`src/rtl/simple_io_responder_if.sv`:
```
// Bundle of the CPU IN/OUT handshake and the external source/sink streams
// served by simple_io_responder.
interface simple_io_responder_if #(
  parameter int DEPTH = 4,
  parameter int WIDTH = 16
);
  // CPU side
  logic                     out_req;
  logic [WIDTH-1:0]         out_data;
  logic                     out_ack;
  logic                     in_req;
  logic [WIDTH-1:0]         in_data;
  logic                     in_ack;
  logic                     io_busy;
  // external sink (drained from the output FIFO)
  logic [WIDTH-1:0]         ext_out_data;
  logic                     ext_out_valid;
  logic                     ext_out_ready;
  // external source (one word per IN)
  logic [WIDTH-1:0]         ext_in_data;
  logic                     ext_in_valid;
  logic                     ext_in_ready;
  // FIFO occupancy, 0..DEPTH
  logic [$clog2(DEPTH):0]   out_count;

  // responder side
  modport slave (
    input  out_req, out_data, in_req, ext_out_ready, ext_in_data, ext_in_valid,
    output out_ack, in_data, in_ack, io_busy, ext_out_data, ext_out_valid,
           ext_in_ready, out_count
  );

  // CPU / environment side
  modport master (
    output out_req, out_data, in_req, ext_out_ready, ext_in_data, ext_in_valid,
    input  out_ack, in_data, in_ack, io_busy, ext_out_data, ext_out_valid,
           ext_in_ready, out_count
  );
endinterface

```
`src/rtl/simple_io_responder.sv`:
```
// Peripheral responder for the SIMPLE CPU IN/OUT instructions: OUT words are
// buffered in a small FIFO and drained to a valid/ready sink; each IN fetches
// one word from a valid/ready source. io_busy holds the CPU while a request
// is outstanding.
module simple_io_responder #(
  parameter int DEPTH = 4,   // power of two, >= 2
  parameter int WIDTH = 16
) (
  input  logic                   clk,
  input  logic                   reset,
  simple_io_responder_if.slave   io
);

  localparam int AW = $clog2(DEPTH);
  localparam int CW = AW + 1;

  localparam logic [1:0] ST_IDLE = 2'd0;
  localparam logic [1:0] ST_WAIT = 2'd1;
  localparam logic [1:0] ST_ACK  = 2'd2;

  logic [WIDTH-1:0] r_mem [DEPTH];
  logic [AW-1:0]    r_wr_ptr;
  logic [AW-1:0]    r_rd_ptr;
  logic [CW-1:0]    r_count;
  logic             r_out_ack;
  logic [1:0]       r_state;
  logic [WIDTH-1:0] r_in_data;

  logic             w_full;
  logic             w_empty;
  logic             w_push;
  logic             w_pop;
  logic [1:0]       w_state_nxt;

  // Full is judged on current state only, so a same-cycle pop never frees a
  // slot for a push; ~out_ack stops a second push while the CPU drops out_req.
  assign w_full  = (r_count == CW'(DEPTH));
  assign w_empty = (r_count == '0);
  assign w_push  = io.out_req & ~r_out_ack & ~w_full;
  assign w_pop   = ~w_empty & io.ext_out_ready;

  // FIFO storage write
  // NOTE: the data array carries no reset; occupancy is tracked by r_count,
  // so stale words are never presented as valid and the RAM stays resetless.
  always_ff @(posedge clk) begin
    if (w_push) r_mem[r_wr_ptr] <= io.out_data;
  end

  // FIFO pointers, occupancy and the registered OUT acknowledge
  // NOTE: sequential state uses non-blocking assignments so every register
  // samples pre-edge values regardless of statement order.
  always_ff @(posedge clk) begin
    if (reset) begin
      r_wr_ptr  <= '0;
      r_rd_ptr  <= '0;
      r_count   <= '0;
      r_out_ack <= 1'b0;
    end else begin
      if (w_push) r_wr_ptr <= r_wr_ptr + AW'(1);
      if (w_pop)  r_rd_ptr <= r_rd_ptr + AW'(1);
      case ({w_push, w_pop})
        2'b10:   r_count <= r_count + CW'(1);
        2'b01:   r_count <= r_count - CW'(1);
        default: r_count <= r_count;
      endcase
      r_out_ack <= w_push;
    end
  end

  // IN path next-state decision
  // NOTE: the default assignment first guarantees no latch on any path.
  always_comb begin
    w_state_nxt = r_state;
    case (r_state)
      ST_IDLE: if (io.in_req & ~(r_state == ST_ACK)) w_state_nxt = ST_WAIT;
      ST_WAIT: if (io.ext_in_valid)                  w_state_nxt = ST_ACK;
      ST_ACK:                                        w_state_nxt = ST_IDLE;
      default:                                       w_state_nxt = ST_IDLE;
    endcase
  end

  // IN path state register and capture of the source word
  always_ff @(posedge clk) begin
    if (reset) begin
      r_state   <= ST_IDLE;
      r_in_data <= '0;
    end else begin
      r_state <= w_state_nxt;
      if ((r_state == ST_WAIT) && io.ext_in_valid) r_in_data <= io.ext_in_data;
    end
  end

  assign io.out_ack       = r_out_ack;
  assign io.out_count     = r_count;
  assign io.ext_out_valid = ~w_empty;
  assign io.ext_out_data  = r_mem[r_rd_ptr];
  assign io.ext_in_ready  = (r_state == ST_WAIT);
  assign io.in_ack        = (r_state == ST_ACK);
  assign io.in_data       = r_in_data;
  assign io.io_busy       = (io.out_req & ~r_out_ack)
                          | (io.in_req & ~(r_state == ST_ACK))
                          | (r_state == ST_WAIT);

endmodule

```
`src/flat_wrapper.sv`:
```
// flat-port wrapper written by rule: the top's interface ports become plain ports
module simple_io_responder_flat 
#(
  parameter int DEPTH = 4,                        
  parameter int WIDTH = 16
)
  (clk, reset, io_out_req, io_out_data, io_in_req, io_ext_out_ready, io_ext_in_data, io_ext_in_valid, io_out_ack, io_in_data, io_in_ack, io_io_busy, io_ext_out_data, io_ext_out_valid, io_ext_in_ready, io_out_count);
  simple_io_responder_if #(.DEPTH(DEPTH), .WIDTH(WIDTH)) io_i ();
  input  logic clk;
  input  logic reset;
  input wire logic [$bits(io_i.out_req)-1:0] io_out_req;
  input wire logic [$bits(io_i.out_data)-1:0] io_out_data;
  input wire logic [$bits(io_i.in_req)-1:0] io_in_req;
  input wire logic [$bits(io_i.ext_out_ready)-1:0] io_ext_out_ready;
  input wire logic [$bits(io_i.ext_in_data)-1:0] io_ext_in_data;
  input wire logic [$bits(io_i.ext_in_valid)-1:0] io_ext_in_valid;
  output wire logic [$bits(io_i.out_ack)-1:0] io_out_ack;
  output wire logic [$bits(io_i.in_data)-1:0] io_in_data;
  output wire logic [$bits(io_i.in_ack)-1:0] io_in_ack;
  output wire logic [$bits(io_i.io_busy)-1:0] io_io_busy;
  output wire logic [$bits(io_i.ext_out_data)-1:0] io_ext_out_data;
  output wire logic [$bits(io_i.ext_out_valid)-1:0] io_ext_out_valid;
  output wire logic [$bits(io_i.ext_in_ready)-1:0] io_ext_in_ready;
  output wire logic [$bits(io_i.out_count)-1:0] io_out_count;
  assign io_i.out_req = io_out_req;
  assign io_i.out_data = io_out_data;
  assign io_i.in_req = io_in_req;
  assign io_i.ext_out_ready = io_ext_out_ready;
  assign io_i.ext_in_data = io_ext_in_data;
  assign io_i.ext_in_valid = io_ext_in_valid;
  assign io_out_ack = io_i.out_ack;
  assign io_in_data = io_i.in_data;
  assign io_in_ack = io_i.in_ack;
  assign io_io_busy = io_i.io_busy;
  assign io_ext_out_data = io_i.ext_out_data;
  assign io_ext_out_valid = io_i.ext_out_valid;
  assign io_ext_in_ready = io_i.ext_in_ready;
  assign io_out_count = io_i.out_count;
  simple_io_responder #(.DEPTH(DEPTH), .WIDTH(WIDTH)) u_core (.clk(clk), .reset(reset), .io(io_i));
endmodule
```
`config.mk`:
```
export PLATFORM = sky130hd
export DESIGN_NAME = simple_io_responder_flat
export DESIGN_NICKNAME = d
export VERILOG_FILES = /design/src/rtl/simple_io_responder_if.sv /design/src/rtl/simple_io_responder.sv /design/src/flat_wrapper.sv
export SDC_FILE = /design/constraint.sdc
export NUM_CORES = 1
export LEC_CHECK = 0
export ABC_AREA = 0
export BUFFER_PORTS_ARGS = -buffer_cell sky130_fd_sc_hd__buf_2
export CORE_UTILIZATION = 50
export CTS_BUF_LIST = sky130_fd_sc_hd__clkbuf_8
export CTS_CLUSTER_SIZE = 28
export DETAILED_ROUTE_END_ITERATION = 7
export PLACE_DENSITY = 0.84
export SKIP_LAST_GASP = 1
export SLEW_MARGIN = 25
export SYNTH_ARGS = -nofsm -noshare
export SYNTH_HDL_FRONTEND = slang
export SYNTH_SLANG_ARGS = --single-unit
```
`constraint.sdc`:
```
create_clock -name clk -period 2.2 [get_ports clk]
set_input_delay 0.33 -clock clk [delete_from_list [all_inputs] [get_ports clk]]
set_output_delay 0.33 -clock clk [all_outputs]
set_load 0.005 [all_outputs]
```
Yosys cells after proc, flatten, opt, wreduce, memory -nomap -nowiden
Memory sizes are Yosys's and may differ from the RTL's. A register that Yosys moved wholly into a read port is not among the register bits.
Cells that the tools add are included.
- bits in registers: 26
- bits in writable memories: 64
- input bits: 38
- output and inout port bits: 40
- word-level logic and storage cells: 41
- memories kept: 1
- memory list (memory ; depth ; bits a word ; read ports ; clocked after memory_dff ; write ports ; line ; RTL):
    u_core.r_mem ; 4 ; 16 ; 1 ; 1 ; 1 ; simple_io_responder.sv:21 ; logic [WIDTH-1:0] r_mem [DEPTH];
- add/subtract/negate cells: 4
- eq/ne operators: 7
- multiplexer cells: 8
- bitwise gates (word level): 10
- reductions and logical operators: 5
- operators with widths (cell ; number):
    two-way mux 2 bit ; 4
    one-hot mux 3 bit (2 select lines) ; 1
    adder 2 x 1 -> 2 bit, second input constant ; 2
    bitwise AND 1 bit ; 4
    equality test 2 x 1 -> 1 bit, second input constant ; 2
    equality test 2 bit, second input constant ; 2
    inverter 1 bit ; 4
    one-hot mux 2 bit (2 select lines) ; 1
    adder 3 x 1 -> 3 bit, second input constant ; 1
    equality test 3 bit, second input constant ; 1
    logical NOT 3 bit ; 1
    subtractor 3 x 1 -> 3 bit, second input constant ; 1
    logical NOT 2 bit ; 1
    two-way mux 1 bit ; 2
    != test 2 x 1 -> 1 bit, second input constant ; 1
    != test 2 bit, second input constant ; 1
    bitwise OR 1 bit ; 2
    AND reduction 2 bit ; 1
    nonzero test 2 bit ; 1
    logical AND 1 bit ; 1

Longest topological paths before layout
- depth in word-level cells: 5
- depth in mapped cells: 9
- mapped depth without buffers: 9

Worst setup path before layout
OpenSTA, ideal clock, no wires.
- kind: register -> register
- start: reg u_core.r_count[0], in the netlist u_core.io.out_count[0]
- end: reg u_core.r_count[2], in the netlist u_core.io.out_count[2]
- library setup time: 0.071 ns
- arrival: 1.807 ns
- data required time: 2.129 ns
- path slack: 0.322 ns
- cell stages (with the launch flop): 10
- buffers on the path: 0
- period minus slack after synthesis: 1.878 ns
- cells stage by stage: dfxtp_1 inv_1 a31oi_4 inv_1 ha_1 inv_1 fa_1 xor2_1 or3_1 a21oi_1
- word-level cells in the longest chain between the ends: 5
- elaborated cells on any way between the ends: 12
- those cells by class: add/sub (2); eq/ne (3); mux (1); bitwise (4); reduce/logical (2)
- ends and longest elaborated chain (element ; line ; RTL):
    start, declared ; simple_io_responder.sv:24 ; logic [CW-1:0] r_count;
    start signal, assigned ; simple_io_responder.sv:62 ; 2'b10: r_count <= r_count + CW'(1);
    start signal, assigned ; simple_io_responder.sv:63 ; 2'b01: r_count <= r_count - CW'(1);
    start signal, assigned ; simple_io_responder.sv:64 ; default: r_count <= r_count;
    equality test 3 bit / logical NOT 3 bit (equally long branches) ; simple_io_responder.sv:37, simple_io_responder.sv:38 ;
    inverter 1 bit, on equally long branches ; simple_io_responder.sv:39, simple_io_responder.sv:40 ;
    bitwise AND 1 bit, on equally long branches ; simple_io_responder.sv:39, simple_io_responder.sv:40 ;
    equality test 2 x 1 -> 1 bit / equality test 2 bit (equally long branches) ; simple_io_responder.sv:61 ; case ({w_push, w_pop})
    one-hot mux 3 bit (2 select lines) / nonzero test 2 bit (equally long branches) ; -- ;
Several ways; a longest one is shown, not always the timed one.
A chain may end at the register's enable or synchronous reset.

==> results.sh <==
export IMPL_ys_warnings_count=0
export IMPL_grt_pass1_vias=2050
export IMPL_period_share=0.931
export IMPL_r2r_cells=9
export IMPL_synth_cells=219
export IMPL_setup_viol=0
export IMPL_drt_wirelength_per_cell_microns=14.3
export IMPL_yosysUniqueCellTypes=31
export IMPL_routed_via_density=5.00
export IMPL_cts_sinks=92
export IMPL_met2_usage=0.290
export IMPL_skew_ns=0.0101
export IMPL_dieArea_sq_um=7380
export IMPL_power_static_leakage_nw=1.58
export IMPL_first_pass_iters=4
export IMPL_synth_nets=263
export IMPL_dp_final_hpwl_microns=3850
export IMPL_gp_congestion=0.737
export IMPL_cp_end_kind="primary output"
export IMPL_rsz0062_at_grt="false"
export IMPL_htreeDepth=3
export IMPL_cts_inserted_buffers=9
export IMPL_grt_max_degree=30
export IMPL_cts_resized=0
export IMPL_max_vdd_ir_drop_uv=481
export IMPL_synth_avg_cell_area_sq_um=16.1
export IMPL_grtUsageTotal=0.174
export IMPL_rows=30
export IMPL_setup_worst_path_end="io_ext_out_data[15]"
export IMPL_start_kind="flop"
export IMPL_status="completed"
export IMPL_fmax_mhz=488
export IMPL_route_detailed_drc=0
export IMPL_syn2layout_area_growth_pct=19.1
export IMPL_min_delay_start="io_out_data[14]"
export IMPL_powerDensity_nw_per_um2=999
export IMPL_timing_rr_start="u_core.io.out_count[1]"
export IMPL_dieWidth_microns=85.9
export IMPL_synth_seq_cells=92
export IMPL_coreArea_sq_um=6790
export IMPL_first_iter_violations=105
export IMPL_mostFrequentLayoutCell="buf_2"
export IMPL_vias=2018
export IMPL_ios=78
export IMPL_hold_viol_final=0
export IMPL_synth_seq_area_share=0.706
export IMPL_insertion_delay_ns=0.35
export IMPL_worst_setup_path_type="reg2out"
export IMPL_r2r_setup_slack_ns=0.18
export IMPL_worst_pin_slew_ns=0.546
export IMPL_postCtsSetupBuffers=0
export IMPL_clock_root_buffer="clkbuf_8"
export IMPL_layout_drive_gt1_share=0.364
export IMPL_clockBufferDepth=2
export IMPL_grt_busiest_layer="met2"
export IMPL_die_h_microns=85.9
export IMPL_worstHoldPathType="in2reg"
export IMPL_grt_pass1_wl_microns=9580
export IMPL_finalSetupTns_ns=0
export IMPL_period_minus_slack_ns=2.05
export IMPL_hold_buffers=0
export IMPL_timing_slew_headroom=0.636
export IMPL_antenna_found_initial=0
export IMPL_cp_max_fo=16
export IMPL_final_cell_mix="buf_2 (77), edfxtp_1 (64), nand2_1 (32), dfxtp_1 (28), a21oi_1 (18)"
export IMPL_cts_tree="done"
export IMPL_max_cap_violations=0
export IMPL_antenna_cells=0
export IMPL_start_util=0.518
export IMPL_met1_usage=0.216
export IMPL_r2r_end="u_core.io.out_count[2]"
export IMPL_cp_required_ns=1.87
export IMPL_worstPathArrival_ns=1.72
export IMPL_maxSlewViolCount=0
export IMPL_ant_nets=0
export IMPL_numPortBuffers=77
export IMPL_grt_overflow=0
export IMPL_fin_nets=347
export IMPL_routed_wirelength_microns=5780
export IMPL_grt_use_met3=0.0491
export IMPL_clkTransAtPathRegs_ns=0.10
export IMPL_total_power_mw=4.19
export IMPL_syn_area_sq_um=3520
per-stage QoR:
step           area (sq um)  cells  setup slack (ns)  hold slack (ns)   util
2_1_floorplan          3520    219             0.322            0.429      -
3_5_place_dp           3990    388             0.165            0.445  0.587
5_1_grt                4190    404          0.000655            0.163  0.617
4_1_cts                4190    404             0.102            0.174  0.617
6_report               4190    404             0.153            0.190  0.617
3_3_place_gp           3990    388             0.249            0.440  0.587
worst min path at each step:
stage | endpoint | slack (ns) | cells past startpoint
4_1_cts | u_core.r_mem[0][14] | 0.17 | 1
5_1_grt | u_core.r_mem[1][14] | 0.16 | 1
6_report | u_core.r_mem[1][14] | 0.19 | 1
3_5_place_dp | u_core.io.in_data[5] | 0.45 | 2
2_1_floorplan | u_core.r_mem[0][0] | 0.43 | 0
3_3_place_gp | u_core.io.in_data[5] | 0.44 | 2
logic make-up (layout without fill, tap and decap cells):
family	count (synthesis)	after routing	synth area share
AO/OA/AOI/OAI	25	25	0.0445
AND/OR/NAND/NOR	57	57	0.0722
buffers and inverters	17	106	0.0295
multiplexers	18	18	0.115
adder cells (fa/ha/maj)	6	6	0.0235
XOR/XNOR	4	4	0.00996
flip-flops	92	92	0.706
where the power goes:
group | switching (mW) | total [mW] | leakage [nW] | internal (mW)
Combinational | 0.453 | 0.953 | 0.667 | 0.500
Clock | 0.579 | 1.11 | 0.103 | 0.535
Sequential | 0.0860 | 2.12 | 0.813 | 2.03
Total | 1.12 | 4.19 | 1.58 | 3.07
metal layers:
| layer | vias to the layer above | share of wire |
|---|---|---|
| met4 | 0 | 0.015 |
| met1 | 958 | 0.44 |
| met5 | - | 0 |
| li1 | 972 | - |
| met2 | 80 | 0.49 |
| met3 | 8 | 0.060 |
cells in the mapped netlist:
cell type | n | area share
mux2_2 | 1 | 0.0032
a31oi_4 | 1 | 0.0060
mux4_1 | 6 | 0.045
xnor2_1 | 1 | 0.0025
and3b_1 | 1 | 0.0025
inv_1 | 7 | 0.0075
o311ai_0 | 1 | 0.0025
and2_1 | 4 | 0.0071
o21ai_0 | 2 | 0.0028
nor2_1 | 12 | 0.013
o31a_1 | 1 | 0.0025
fa_1 | 1 | 0.0057
nor2b_1 | 2 | 0.0036
buf_2 | 4 | 0.0057
a21oi_1 | 18 | 0.026
mux4_2 | 10 | 0.064
nand3b_2 | 1 | 0.0032
xor2_1 | 3 | 0.0075
edfxtp_1 | 64 | 0.55
dfxtp_1 | 28 | 0.16
buf_6 | 2 | 0.0064
ha_1 | 5 | 0.018
buf_12 | 1 | 0.0057
or3_1 | 2 | 0.0036
nand2_1 | 32 | 0.034
buf_4 | 1 | 0.0021
buf_1 | 2 | 0.0021
nand2b_1 | 3 | 0.0053
a2111oi_0 | 1 | 0.0025
mux2i_1 | 1 | 0.0028
a21oi_2 | 1 | 0.0025
sequential cells by signal, indices dropped and copies added, names as in the netlist, named ones only:
signal,flops
u_core.r_state,2
u_core.r_rd_ptr,2
u_core.io.out_count,3
u_core.r_mem,64
u_core.io.out_ack,1
u_core.io.in_data,16
u_core.r_wr_ptr,2
critical path: stages, from the launching register on:
cell	delay [ns]
dfxtp_1	0.32
buf_4	0.29
mux4_1	0.62
buf_2	0.15
cell type report:
cell class	count	area (sq um)
Fill cell	513	2600
Sequential cell	92	2480
Multi-Input combinational cell	110	932
Timing Repair Buffer	83	430
Clock buffer	9	124
Tap cell	96	120
Clock inverter	7	75.1
Inverter	7	26.3
No activity file was read; power rests on OpenSTA's default activity.
